===== config.mk =====
export PLATFORM = sky130hd
export DESIGN_NAME = mag_seek_16
export DESIGN_NICKNAME = d
export VERILOG_FILES = /design/src/rtl/mag_pkg.sv /design/src/rtl/mag_seek_tmr.sv /design/src/rtl/mag_seek_16.sv
export SDC_FILE = /design/constraint.sdc
export NUM_CORES = 1
export LEC_CHECK = 0
export CAP_MARGIN = 15
export CORE_AREA = 2 2 100 102
export CTS_CLUSTER_DIAMETER = 120
export DETAILED_ROUTE_END_ITERATION = 12
export DIE_AREA = 0 0 102 104
export PLACE_DENSITY = 0.64
export SYNTH_ARGS = -nofsm -noshare
export SYNTH_HDL_FRONTEND = slang
export SYNTH_SLANG_ARGS = --single-unit

===== constraint.sdc =====
create_clock -name sys_clk -period 7.13 [get_ports sys_clk]
set_clock_uncertainty 0.05 [all_clocks]
set_input_delay 2.139 -clock sys_clk [delete_from_list [all_inputs] [get_ports sys_clk]]
set_output_delay 2.139 -clock sys_clk [all_outputs]
set_load 0.05 [all_outputs]

===== src/rtl/mag_pkg.sv =====
// Shared definitions for the magnitude-comparator seek initiator.
package mag_pkg;

  localparam int unsigned MAG_W = 16;

  typedef enum logic [1:0] {
    IDLE,
    PROBE,
    DONE
  } seek_state_t;

  // A verdict is legal only when exactly one of gt/eq/lt is set.
  function automatic logic verdict_legal(input logic gt, input logic eq, input logic lt);
    logic [1:0] n;
    n = {1'b0, gt} + {1'b0, eq} + {1'b0, lt};
    return (n == 2'd1);
  endfunction

endpackage


===== src/rtl/mag_seek_tmr.sv =====
// Per-probe wait counter: counts cycles without a verdict, flags the abort cycle.
module mag_seek_tmr
  import mag_pkg::*;
#(
  parameter int unsigned TIMEOUT = 16
) (
  input  logic clk_i,
  input  logic rst_i,
  input  logic clr_i,
  input  logic en_i,
  output logic tc_o
);

  localparam logic [7:0] TermCnt = 8'(TIMEOUT - 1);

  logic [7:0] cnt_q, cnt_d;

  // Clear has priority over counting.
  always_comb begin
    cnt_d = cnt_q;
    if (clr_i) begin
      cnt_d = '0;
    end else if (en_i) begin
      cnt_d = cnt_q + 8'd1;
    end
  end

  // tc fires during the TIMEOUT-th consecutive waiting cycle.
  assign tc_o = en_i && !clr_i && (cnt_q == TermCnt);

  // Counter state with synchronous reset.
  always_ff @(posedge clk_i) begin
    if (rst_i) begin
      cnt_q <= '0;
    end else begin
      cnt_q <= cnt_d;
    end
  end

endmodule


===== src/rtl/mag_seek_16.sv =====
// MSB-first successive-approximation search driving a magnitude comparator responder.
module mag_seek_16
  import mag_pkg::*;
#(
  parameter int unsigned TIMEOUT = 16,
  parameter int unsigned W       = MAG_W
) (
  input  logic         sys_clk,
  input  logic         reset,
  input  logic         start,
  output logic [W-1:0] probe,
  output logic         probe_valid,
  input  logic         cmp_valid,
  input  logic         cmp_gt,
  input  logic         cmp_eq,
  input  logic         cmp_lt,
  output logic         busy,
  output logic         done,
  output logic [W-1:0] result,
  output logic         found,
  output logic         err
);

  localparam int unsigned KW = $clog2(W);

  seek_state_t  state_q;
  logic [W-1:0] acc_q;
  logic [KW-1:0] k_q;
  logic [W-1:0] probe_q, result_q;
  logic         probe_valid_q, busy_q, done_q, found_q, err_q;

  logic [W-1:0] acc_nxt, probe_nxt;
  logic         legal, tmr_en, tmr_clr, tmr_tc;

  // The probe already carries bit k, so an lt verdict keeps it by adopting the probe.
  always_comb begin
    acc_nxt   = cmp_lt ? probe_q : acc_q;
    probe_nxt = acc_nxt | (W'(1) << (k_q - KW'(1)));
    legal     = verdict_legal(cmp_gt, cmp_eq, cmp_lt);
  end

  // Wait counter runs only while a probe is outstanding without a verdict.
  assign tmr_en  = (state_q == PROBE) && !cmp_valid;
  assign tmr_clr = (state_q != PROBE) || cmp_valid;

  mag_seek_tmr #(
    .TIMEOUT(TIMEOUT)
  ) u_tmr (
    .clk_i(sys_clk),
    .rst_i(reset),
    .clr_i(tmr_clr),
    .en_i (tmr_en),
    .tc_o (tmr_tc)
  );

  // Search FSM with all outputs registered.
  always_ff @(posedge sys_clk) begin
    if (reset) begin
      state_q       <= IDLE;
      acc_q         <= '0;
      k_q           <= '0;
      probe_q       <= '0;
      probe_valid_q <= 1'b0;
      busy_q        <= 1'b0;
      done_q        <= 1'b0;
      result_q      <= '0;
      found_q       <= 1'b0;
      err_q         <= 1'b0;
    end else begin
      unique case (state_q)
        IDLE: begin
          done_q <= 1'b0;
          if (start) begin
            state_q       <= PROBE;
            acc_q         <= '0;
            k_q           <= KW'(W - 1);
            probe_q       <= {1'b1, {(W - 1){1'b0}}};
            probe_valid_q <= 1'b1;
            busy_q        <= 1'b1;
            result_q      <= '0;
            found_q       <= 1'b0;
            err_q         <= 1'b0;
          end
        end
        PROBE: begin
          if (cmp_valid) begin
            if (!legal) begin
              err_q         <= 1'b1;
              result_q      <= '0;
              state_q       <= DONE;
              probe_valid_q <= 1'b0;
              busy_q        <= 1'b0;
              done_q        <= 1'b1;
            end else if (cmp_eq) begin
              result_q      <= probe_q;
              found_q       <= 1'b1;
              state_q       <= DONE;
              probe_valid_q <= 1'b0;
              busy_q        <= 1'b0;
              done_q        <= 1'b1;
            end else if (k_q == '0) begin
              result_q      <= acc_nxt;
              found_q       <= 1'b0;
              state_q       <= DONE;
              probe_valid_q <= 1'b0;
              busy_q        <= 1'b0;
              done_q        <= 1'b1;
            end else begin
              acc_q   <= acc_nxt;
              k_q     <= k_q - KW'(1);
              probe_q <= probe_nxt;
            end
          end else if (tmr_tc) begin
            err_q         <= 1'b1;
            result_q      <= '0;
            state_q       <= DONE;
            probe_valid_q <= 1'b0;
            busy_q        <= 1'b0;
            done_q        <= 1'b1;
          end
        end
        DONE: begin
          done_q  <= 1'b0;
          state_q <= IDLE;
        end
        default: state_q <= IDLE;
      endcase
    end
  end

  assign probe       = probe_q;
  assign probe_valid = probe_valid_q;
  assign busy        = busy_q;
  assign done        = done_q;
  assign result      = result_q;
  assign found       = found_q;
  assign err         = err_q;

endmodule


==> results by group, run 1 <==
STA
  – RSZ-0062 raised after global routing: false
  – # setup viols final: 0
  – Min Tclk post-route: around 5 ns
  – Fmax: about 190 MHz
  – Normalized max-slew margin: 0.481
  – Worst Tran Pin Value: 0.778 ns
  – Final hold vios: 0
  – Pins over their slew limit: 0
  – Total Neg Setup Slack: 0 ns
  – Period utilisation layout: 0.721

GRT
  – Overall routing resource usage: 0.162
  – Overflow left after global routing: 0
  – First-pass GRT wire length: roughly 14000 um
  – Vias in the first global route: between 2000 and 3000
  – Largest net degree at the start of global routing: between 40 and 50
  – Initial antenna violation count: 0

Placement
  – Final Wtd Congestion: 0.858
  – I/O Buffers: between 40 and 50
  – Detail Placement HPWL: roughly 5600 um
  – Placed cell area: around 3800 sq um

CTS
  – CTS max path bufs: 2
  – Clk slew on worst S/H paths: roughly 0.070 ns
  – Setup repair bufs after CTS: 0
  – Worst-Skew Late Latency: 0.34 ns
  – Clk sink count: 66
  – CTS H-tree lvls: 3
  – CTS buffer count: 9
  – CTS tree: built
  – CTS Hold Bufs: 0
  – CTS root buffer: clkbuf_8
  – Post-CTS sizing: 0

Pwr
  – Overall Power: 0.000812 W
  – Switch share: 0.284
  – Int Pwr: just under 0.0006 W
  – Combinational fraction of design power: 0.144
  – Clk pwr share: 0.380
  – Pwr per Cell Area: 202 nW/um^2
  – Maximum vdd drop: about 100 uV
  – Leak: between 1 and 1.5 nW
  – Reg power frac: 0.476
  – Psw: roughly 0.00023 W

Setup path
  – Most used cell, CP: buf_4
  – Launching point of the worst reg2reg path: k_q[0]
  – Worst Setup SP: cmp_lt
  – Worst r2r path cells: 7
  – Critical path buffers and inverters: 4
  – Worst EP arrival: 5.34 ns
  – CP delay by family, top: simple AND/OR/NAND/NOR gates
  – Max incr delay on CP: about 0.87 ns
  – Maximum fanout along the worst path: 20
  – R2r setup slk: 4.31 ns
  – Worst setup EP type: flip-flop
  – Kind of critical path: in2reg
  – RR Endpoint: result[4]
  – Crit-path cells: clkdlybuf4s50_1, buf_4, clkinv_1, fa_1, nand3b_1, nor3_2, buf_4, or4_1, o32ai_2
  – Critical Path Source Type: input port
  – Crit path required time: between 7 and 8 ns
  – Slowest stage cell, crit path: or4_1
  – Critical Path Stages: 9
  – Worst setup endpoint: result[4]

Synthesis
  – Syn Inst Count: between 300 and 400
  – Synth Cell Area: around 3300 sq um
  – Yosys top cell by area: dfxtp_1
  – Post-synth EDFFs: 0
  – Synthesized flop and latch total: 66
  – Unique masters post-synth: 55
  – Top cell type's share of synthesized area: 0.403
  – Yosys warning total: 0
  – Synth async-reset ratio: 0
  – Count leader, synth: dfxtp_1
  – Post-synth net total: 367
  – Most instantiated cells after synthesis: dfxtp_1, mux2i_1, nand3_1
  – Syn Area/Cell: 9.29 sq um
  – Register area share after synthesis: 0.403
  – Top post-synthesis cells by area: dfxtp_1, mux2i_1, o32ai_2
  – Dominant synthesized flop cell: dfxtp_1

Routing
  – Drt first pass iters: 5
  – Residual DRC: 0
  – Final wirelength: a little over 8000 um
  – Routed wire per std cell: 15.5 um
  – Routed vias: roughly 2900
  – Antenna Nets Post-Route: 0
  – Vias per cell: around 5.4
  – Number of DRC markers in iteration 0: around 170

Cells and area
  – # nets final: 403
  – # diodes: 0
  – Fillers: between 900 and 1000
  – Multi-input gate area: ~1800 sq um
  – Layout cell share with drive strength beyond 1: 0.115
  – Final instance area: ~4000 sq um
  – Sequential cell area: roughly 1300 sq um
  – Area added between synthesis and finish: 22.6%

Floorplanning
  – Initial Util: 0.343
  – # IOs: 44
  – Die area: about 11000 sq um
  – # rows: 36
  – Die Y-Extent: 104 um
  – Core box area: ~9500 sq um
  – Die width: ~100 um

Run status
  – Status: complete, no violations

Hold path
  – Hold Startpoint: u_tmr.cnt_q[0]
  – Hold Path Class: reg2reg

Flow run
  – Max-cap viol count: 0
-- registers in the layout, indices dropped and copies added, names as in the netlist --
signal,flops
acc_q,16
busy,1
done,1
err,1
found,1
k_q,4
probe,16
result,16
state_q,2
u_tmr.cnt_q,8
-- power by group through the flow --
| stage | clock network (W) | registers [W] | logic, W |
|---|---|---|---|
| 2_1_floorplan | 0 | 0.000396 | 0.0000793 |
| 3_3_place_gp | 0 | 0.000394 | 0.000113 |
| 3_5_place_dp | 0 | 0.000394 | 0.000113 |
| 4_1_cts | 0.000316 | 0.000386 | 0.000114 |
| 5_1_grt | 0.000333 | 0.000387 | 0.000127 |
| 6_report | 0.000309 | 0.000386 | 0.000117 |
-- cell type report --
| class | count | share of cell area |
|---|---|---|
| flip-flops and latches | 66 | 0.329 |
| clock inverters | 5 | 0.0137 |
| well taps | 133 | 0.0414 |
| clock buffers | 10 | 0.0343 |
| inverters | 24 | 0.0224 |
| repair buffers | 49 | 0.123 |
| multi-input cells | 239 | 0.436 |
-- cell usage in the layout (no fill, tap or decap), drive strengths merged, types with 7 or more instances in the layout --
| master | count |
|---|---|
| dfxtp | 66 |
| nand2 | 19 |
| o22ai | 7 |
| clkdlybuf4s50 | 43 |
| a21oi | 16 |
| nand3b | 7 |
| a31oi | 9 |
| nor2 | 18 |
| a32o | 9 |
| inv | 23 |
| nor3 | 7 |
| o21ai | 17 |
| clkbuf | 10 |
| mux2i | 25 |
| o32ai | 16 |
| nand3 | 25 |
-- how the worst min path moves through the flow --
stage / end / depth (start not counted) / slack (ns)
6_report: u_tmr.cnt_q[0] / 1 / 0.40
5_1_grt: u_tmr.cnt_q[0] / 1 / 0.43
4_1_cts: u_tmr.cnt_q[0] / 1 / 0.40
3_5_place_dp: u_tmr.cnt_q[0] / 1 / 0.39
3_3_place_gp: u_tmr.cnt_q[0] / 1 / 0.38
2_1_floorplan: u_tmr.cnt_q[0] / 1 / 0.37
-- per-layer routing --
layer	part of all wire	up-vias	GRT usage	wire length [um]
li1	-	1393	-	-
met1	0.47	1355	0.218	3850
met2	0.45	97	0.245	3700
met3	0.061	11	0.0444	495
met4	0.016	0	0.0610	130
met5	0	-	0	0
-- kinds of logic (layout without fill, tap and decap cells) --
logic type,count (synthesis),in the layout,share of synthesized area
AND/OR/NAND/NOR,107,107,0.187
AO/OA/AOI/OAI,95,95,0.228
flip-flops,66,66,0.403
buffers and inverters,48,88,0.0634
multiplexers,25,25,0.0763
adder cells (fa/ha/maj),7,7,0.0290
XOR/XNOR,5,5,0.0134
-- metrics by stage --
step | setup WS [ns] | util | std cells | hold slack (ns)
4_1_cts | 1.99 | 0.418 | 525 | 0.399
3_5_place_dp | 1.65 | 0.398 | 510 | 0.389
5_1_grt | 1.80 | 0.421 | 526 | 0.426
3_3_place_gp | 1.72 | 0.398 | 510 | 0.379
2_1_floorplan | 2.73 | - | 353 | 0.368
6_report | 1.99 | 0.421 | 526 | 0.396
Note: power is estimated with default switching activity, not from simulation.
==> run 2: changes to the inputs <==
--- a/config.mk
+++ b/config.mk
@@ -10,7 +10,7 @@
 export CTS_CLUSTER_DIAMETER = 120
 export DETAILED_ROUTE_END_ITERATION = 12
 export DIE_AREA = 0 0 102 104
-export PLACE_DENSITY = 0.64
+export PLACE_DENSITY = 0.66
 export SYNTH_ARGS = -nofsm -noshare
 export SYNTH_HDL_FRONTEND = slang
 export SYNTH_SLANG_ARGS = --single-unit
==> constraint.sdc (replaced) <==
create_clock -name sys_clk -period 4.7 [get_ports sys_clk]
set_clock_uncertainty 0.05 [all_clocks]
set_input_delay 1.41 -clock sys_clk [delete_from_list [all_inputs] [get_ports sys_clk]]
set_output_delay 1.41 -clock sys_clk [all_outputs]
set_load 0.05 [all_outputs]
==> run 2 against run 1 <==
Net effect:
- power increased by 59%
- global-route usage about the same
- critical path depth fell by 2
- largest cell class unchanged
==> results by group, run 2 (synthesized netlist as in run 1, its figures left out) <==
Run status
  – Status: complete, no violations

Hold path
  – Hold Path Class: reg2reg

Setup path
  – Worst setup EP type: flip-flop
  – R2r setup slk: 2.13 ns (-2.18 ns)
  – Crit path required time: 4.91 ns (-2.43 ns)
  – Critical Path Source Type: input port
  – Maximum fanout along the worst path: 16 (-20%)
  – Worst EP arrival: 4.18 ns (-1.16 ns)
  – Kind of critical path: in2reg

GRT
  – Initial antenna violation count: 0 (unchanged)
  – Overall routing resource usage: 0.162 (about the same)
  – Vias in the first global route: 2737 (+1.6%)
  – Largest net degree at the start of global routing: 28 (-35%)
  – First-pass GRT wire length: 13600 um (-0.45%)
  – Overflow left after global routing: 0 (unchanged)

STA
  – Setup ws final: 0.723 ns (-1.27 ns)
  – Final hold vios: 0 (unchanged)
  – Final hold slack: 0.407 ns (+0.0103 ns)
  – # setup viols final: 0 (unchanged)
  – Fmax: roughly 250 MHz
  – Total Neg Setup Slack: 0 ns (unchanged)
  – Normalized max-slew margin: 0.504 (+0.0229)
  – Pins over their slew limit: 0 (unchanged)
  – Period utilisation layout: 0.846
  – RSZ-0062 raised after global routing: false
  – Min Tclk post-route: 3.98 ns
  – Worst Tran Pin Value: 0.738 ns (-0.0400 ns)

Pwr
  – Maximum vdd drop: 129 uV (+30%)
  – Leak: 1.31 nW (+1.4%)
  – Pwr per Cell Area: 319 nW/um^2 (+58%)

Placement
  – I/O Buffers: 43 (unchanged)
  – Detail Placement HPWL: 5750 um (+2.6%)
  – Final Wtd Congestion: 0.878 (+2.4%)
  – Post-placement cell count: 513 (+0.59%)
  – Pre-CTS setup slack: 0.366 ns (-1.28 ns)

Routing
  – Residual DRC: 0 (unchanged)
  – Number of DRC markers in iteration 0: 132 (-23%)
  – Routed wire per std cell: 15.5 um (-0.47%)
  – Final wirelength: 8190 um (about the same)
  – Drt first pass iters: 4 (-1)
  – Antenna Nets Post-Route: 0 (unchanged)
  – Vias per cell: 5.45 (+0.30%)
  – Routed vias: 2881 (+0.88%)

CTS
  – Clk sink count: 66 (unchanged)
  – CTS buffer count: 9 (unchanged)
  – Post-CTS sizing: 0 (unchanged)
  – Setup repair bufs after CTS: 0 (unchanged)
  – Clk slew on worst S/H paths: 0.08 ns (about the same)
  – CTS H-tree lvls: 3 (unchanged)
  – CTS root buffer: clkbuf_8
  – CTS Hold Bufs: 0 (unchanged)
  – CTS max path bufs: 2 (unchanged)
  – CTS tree: built
  – Worst-Skew Late Latency: 0.35 ns (about the same)

Cells and area
  – Final Util: 0.423 (+0.00223)
  – # diodes: 0 (unchanged)
  – Fin cells: 529 (+0.57%)
  – Fillers: 955 (-0.31%)
  – Multi-input gate area: 1750 sq um (unchanged)
  – Layout cell share with drive strength beyond 1: 0.119 (+0.00418)
  – # nets final: 405 (+0.50%)
  – Area added between synthesis and finish: 23.2%
  – Commonest non-fill, non-tap cell in the layout: dfxtp_1
  – Sequential cell area: 1320 sq um (unchanged)
  – Most frequent cells in the layout: dfxtp_1, clkdlybuf4s50_1, mux2i_1, nand3_1, inv_1

Floorplanning
  – Die Y-Extent: 104 um (unchanged)
  – Die width: 102 um (unchanged)
  – # IOs: 44 (unchanged)
  – Initial Util: 0.343 (unchanged)
  – Die area: 10600 sq um (unchanged)
  – Core box area: 9550 sq um (unchanged)
  – # rows: 36 (unchanged)

Flow run
  – Max-cap viol count: 0 (unchanged)
run 2: worst paths after layout:
check / startpoint / to / depth (start not counted)
setup / recovery: cmp_lt / result[9] / 7
hold / removal: u_tmr.cnt_q[0] / u_tmr.cnt_q[0] / 1
setup reg to reg: k_q[0] / result[9] / 6
hold reg to reg: u_tmr.cnt_q[0] / u_tmr.cnt_q[0] / 1
run 2: power by group:
group,switching (W),internal (W),leakage (nW)
registers,0.0000175,0.000568,0.534
clock network,0.000228,0.000300,0.110
logic,0.000116,0.0000594,0.664
total,0.000362,0.000927,1.31
run 2: metrics by stage:
step / area, sq um / power, W
2_1_floorplan: 3280 / 0.000721
3_3_place_gp: 3820 / 0.000768
3_5_place_dp: 3820 / 0.000770
4_1_cts: 4040 / 0.00130
5_1_grt: 4040 / 0.00134
6_report: 4040 / 0.00129
run 2: area by class of cell:
| cell class | instances | share of cell area |
|---|---|---|
| clock buffers | 10 | 0.0316 |
| multi-input cells | 239 | 0.434 |
| flip-flops and latches | 66 | 0.327 |
| well taps | 133 | 0.0412 |
| repair buffers | 51 | 0.121 |
| inverters | 24 | 0.0223 |
| clock inverters | 6 | 0.0226 |
run 2: worst max-delay path, cell delays in order:
cell and delay (ns):
clkdlybuf4s50_1 0.49, clkinv_1 0.24, fa_1 0.60, nand3b_1 0.28, nor3_2 0.07, or4_1 0.84, o32ai_1 0.23
run 2: metal layers:
layer | vias to the layer above | GRT usage | wire [um]
met1 | 1375 | 0.218 | 3710
li1 | 1392 | - | -
met2 | 98 | 0.243 | 3780
met5 | - | 0 | 0
met4 | 0 | 0.0819 | 221
met3 | 16 | 0.0302 | 477
==> run 3: changes to the inputs <==
==> constraint.sdc (replaced) <==
create_clock -name sys_clk -period 3.4 [get_ports sys_clk]
set_clock_uncertainty 0.05 [all_clocks]
set_input_delay 1.02 -clock sys_clk [delete_from_list [all_inputs] [get_ports sys_clk]]
set_output_delay 1.02 -clock sys_clk [all_outputs]
set_load 0.05 [all_outputs]
==> run 3 against run 2 <==
Net effect:
- critical path type unchanged
- highest routed layer unchanged
- final cell count increased by 1.9%
- sequential power increased by 38%
- largest cell class unchanged
- routed wire length decreased by 0.38%
- via count increased by 0.28%
- critical path depth increased by 1
==> results by group, run 3 (synthesized netlist as in run 1, its figures left out) <==
CTS
  – Clk slew on worst S/H paths: 0.08 ns (about the same)
  – CTS Hold Bufs: 0 (unchanged)
  – CTS tree: built
  – CTS H-tree lvls: 3 (unchanged)
  – Worst-Skew Late Latency: 0.34 ns (about the same)
  – CTS buffer count: 9 (unchanged)
  – CTS root buffer: clkbuf_8
  – Clk sink count: 66 (unchanged)
  – Setup repair bufs after CTS: 0 (unchanged)
  – CTS max path bufs: 2 (unchanged)
  – Post-CTS sizing: 0 (unchanged)

Hold path
  – Cell count of the worst hold path: 1 (unchanged)
  – Hold Startpoint: u_tmr.cnt_q[0]
  – Hold Path Class: reg2reg

Floorplanning
  – Die width: 102 um (unchanged)
  – Die Y-Extent: 104 um (unchanged)
  – Initial Util: 0.343 (unchanged)
  – Die area: 10600 sq um (unchanged)
  – Core box area: 9550 sq um (unchanged)
  – # rows: 36 (unchanged)
  – # IOs: 44 (unchanged)

Cells and area
  – Area added between synthesis and finish: 25.6%
  – # nets final: 415 (+2.5%)
  – Layout cell share with drive strength beyond 1: 0.143 (+0.0242)
  – # diodes: 0 (unchanged)
  – Most frequent cells in the layout: dfxtp_1, clkdlybuf4s50_1, mux2i_1, nand3_1, inv_1
  – Fillers: 945 (-1.0%)
  – Multi-input gate area: 1750 sq um (unchanged)
  – Final instance area: 4120 sq um (+2.0%)
  – Sequential cell area: 1320 sq um (unchanged)
  – Commonest non-fill, non-tap cell in the layout: dfxtp_1

Pwr
  – Leak: 1.35 nW (+3.1%)
  – Maximum vdd drop: 173 uV (+34%)
  – Pwr per Cell Area: 438 nW/um^2 (+37%)

Setup path
  – Worst setup EP type: flip-flop
  – Maximum fanout along the worst path: 16 (unchanged)
  – Launching point of the worst reg2reg path: k_q[0]
  – Kind of critical path: in2reg
  – Worst Setup SP: cmp_lt
  – Critical Path Source Type: input port
  – Worst setup endpoint: probe[4]
  – Crit path required time: 3.62 ns (-1.29 ns)
  – RR Endpoint: result[12]
  – Worst EP arrival: 3.31 ns (-0.87 ns)
  – Worst r2r path cells: 7 (+1)
  – R2r setup slk: 0.97 ns (-1.16 ns)

GRT
  – Overall routing resource usage: 0.159 (-0.00273)
  – Initial antenna violation count: 0 (unchanged)
  – Vias in the first global route: 2833 (+3.5%)
  – Overflow left after global routing: 0 (unchanged)
  – First-pass GRT wire length: 13500 um (-0.66%)
  – Largest net degree at the start of global routing: 34 (+21%)

STA
  – Fmax: 324 MHz
  – RSZ-0062 raised after global routing: false
  – Worst Tran Pin Value: 0.744 ns (+0.00561 ns)
  – Total Neg Setup Slack: 0 ns (unchanged)
  – Period utilisation layout: 0.909
  – Min Tclk post-route: ~3.1 ns
  – Pins over their slew limit: 0 (unchanged)
  – Final hold vios: 0 (unchanged)
  – Normalized max-slew margin: 0.502 (-0.00178)
  – Setup ws final: 0.309 ns (-0.414 ns)
  – # setup viols final: 0 (unchanged)

Routing
  – Top sig layer: met4
  – Final wirelength: 8150 um (-0.38%)
  – Metal2 WL: 3790 um (+0.37%)
  – Vias per cell: 5.36 (-1.6%)
  – Number of DRC markers in iteration 0: 165 (+25%)
  – M1 WL: 3710 um (+0.11%)
  – Routed wire per std cell: 15.1 um (-2.2%)
  – Antenna Nets Post-Route: 0 (unchanged)
  – Drt first pass iters: 5 (+1)
  – Routed vias: 2889 (+0.28%)
  – Residual DRC: 0 (unchanged)
  – WL met3: 490 um (+2.7%)

Placement
  – Pre-CTS setup slack: -0.0217 ns (-0.388 ns)
  – Placed cell area: 3890 sq um (+2.0%)
  – Final Wtd Congestion: 0.879 (+0.11%)
  – Detail Placement HPWL: 5750 um (about the same)
  – I/O Buffers: 43 (unchanged)

Flow run
  – Max-cap viol count: 0 (unchanged)

Run status
  – Status: complete, no violations
## run 3: changes by cell type in the layout (fill, tap and decap cells not counted)
cell	before	now
buf_4	8	18
clkinv_4	3	0
clkinvlp_4	0	3
inv_6	0	2
clkbuf_1	1	0
clkinv_2	1	0
## run 3: per-stage QoR
stage / hold slack, ns / util / std cells / power [W]
5_1_grt: 0.433 / 0.431 / 539 / 0.00187
4_1_cts: 0.401 / 0.431 / 539 / 0.00182
2_1_floorplan: 0.368 / - / 353 / 0.000997
3_3_place_gp: 0.384 / 0.408 / 523 / 0.00107
6_report: 0.397 / 0.431 / 539 / 0.00180
3_5_place_dp: 0.389 / 0.408 / 523 / 0.00107
## run 3: layer usage
metal | GRT usage | vias to the layer above
li1 | - | 1414
met1 | 0.206 | 1365
met2 | 0.251 | 97
met3 | 0.0370 | 13
met4 | 0.0676 | 0
met5 | 0 | -
## run 3: worst min path at each step
stage,end
floorplan,u_tmr.cnt_q[0]
global placement,u_tmr.cnt_q[0]
detailed placement,u_tmr.cnt_q[0]
CTS,u_tmr.cnt_q[0]
global route,u_tmr.cnt_q[0]
finish,u_tmr.cnt_q[0]
## run 3: critical path, cell delays in order
cell,delay (ns)
clkdlybuf4s50_1,0.50
clkinv_1,0.12
fa_1,0.48
nand3b_1,0.22
nor3_2,0.26
buf_4,0.28
nand2_1,0.21
o22ai_1,0.23
## run 3: power breakdown
| part | total [W] | switching, W | internal, W |
|---|---|---|---|
| sequential | 0.000808 | 0.0000232 | 0.000785 |
| clock | 0.000746 | 0.000328 | 0.000417 |
| combinational | 0.000249 | 0.000162 | 0.0000879 |
| total | 0.00180 | 0.000513 | 0.00129 |
## run 3: area by class of cell
class                      count  area share
clock inverter                 7      0.0243
timing repair buffer          61       0.137
sequential                    66       0.321
multi-input combinational    239       0.425
inverter                      24      0.0219
tap                          133      0.0404
clock buffer                   9      0.0301
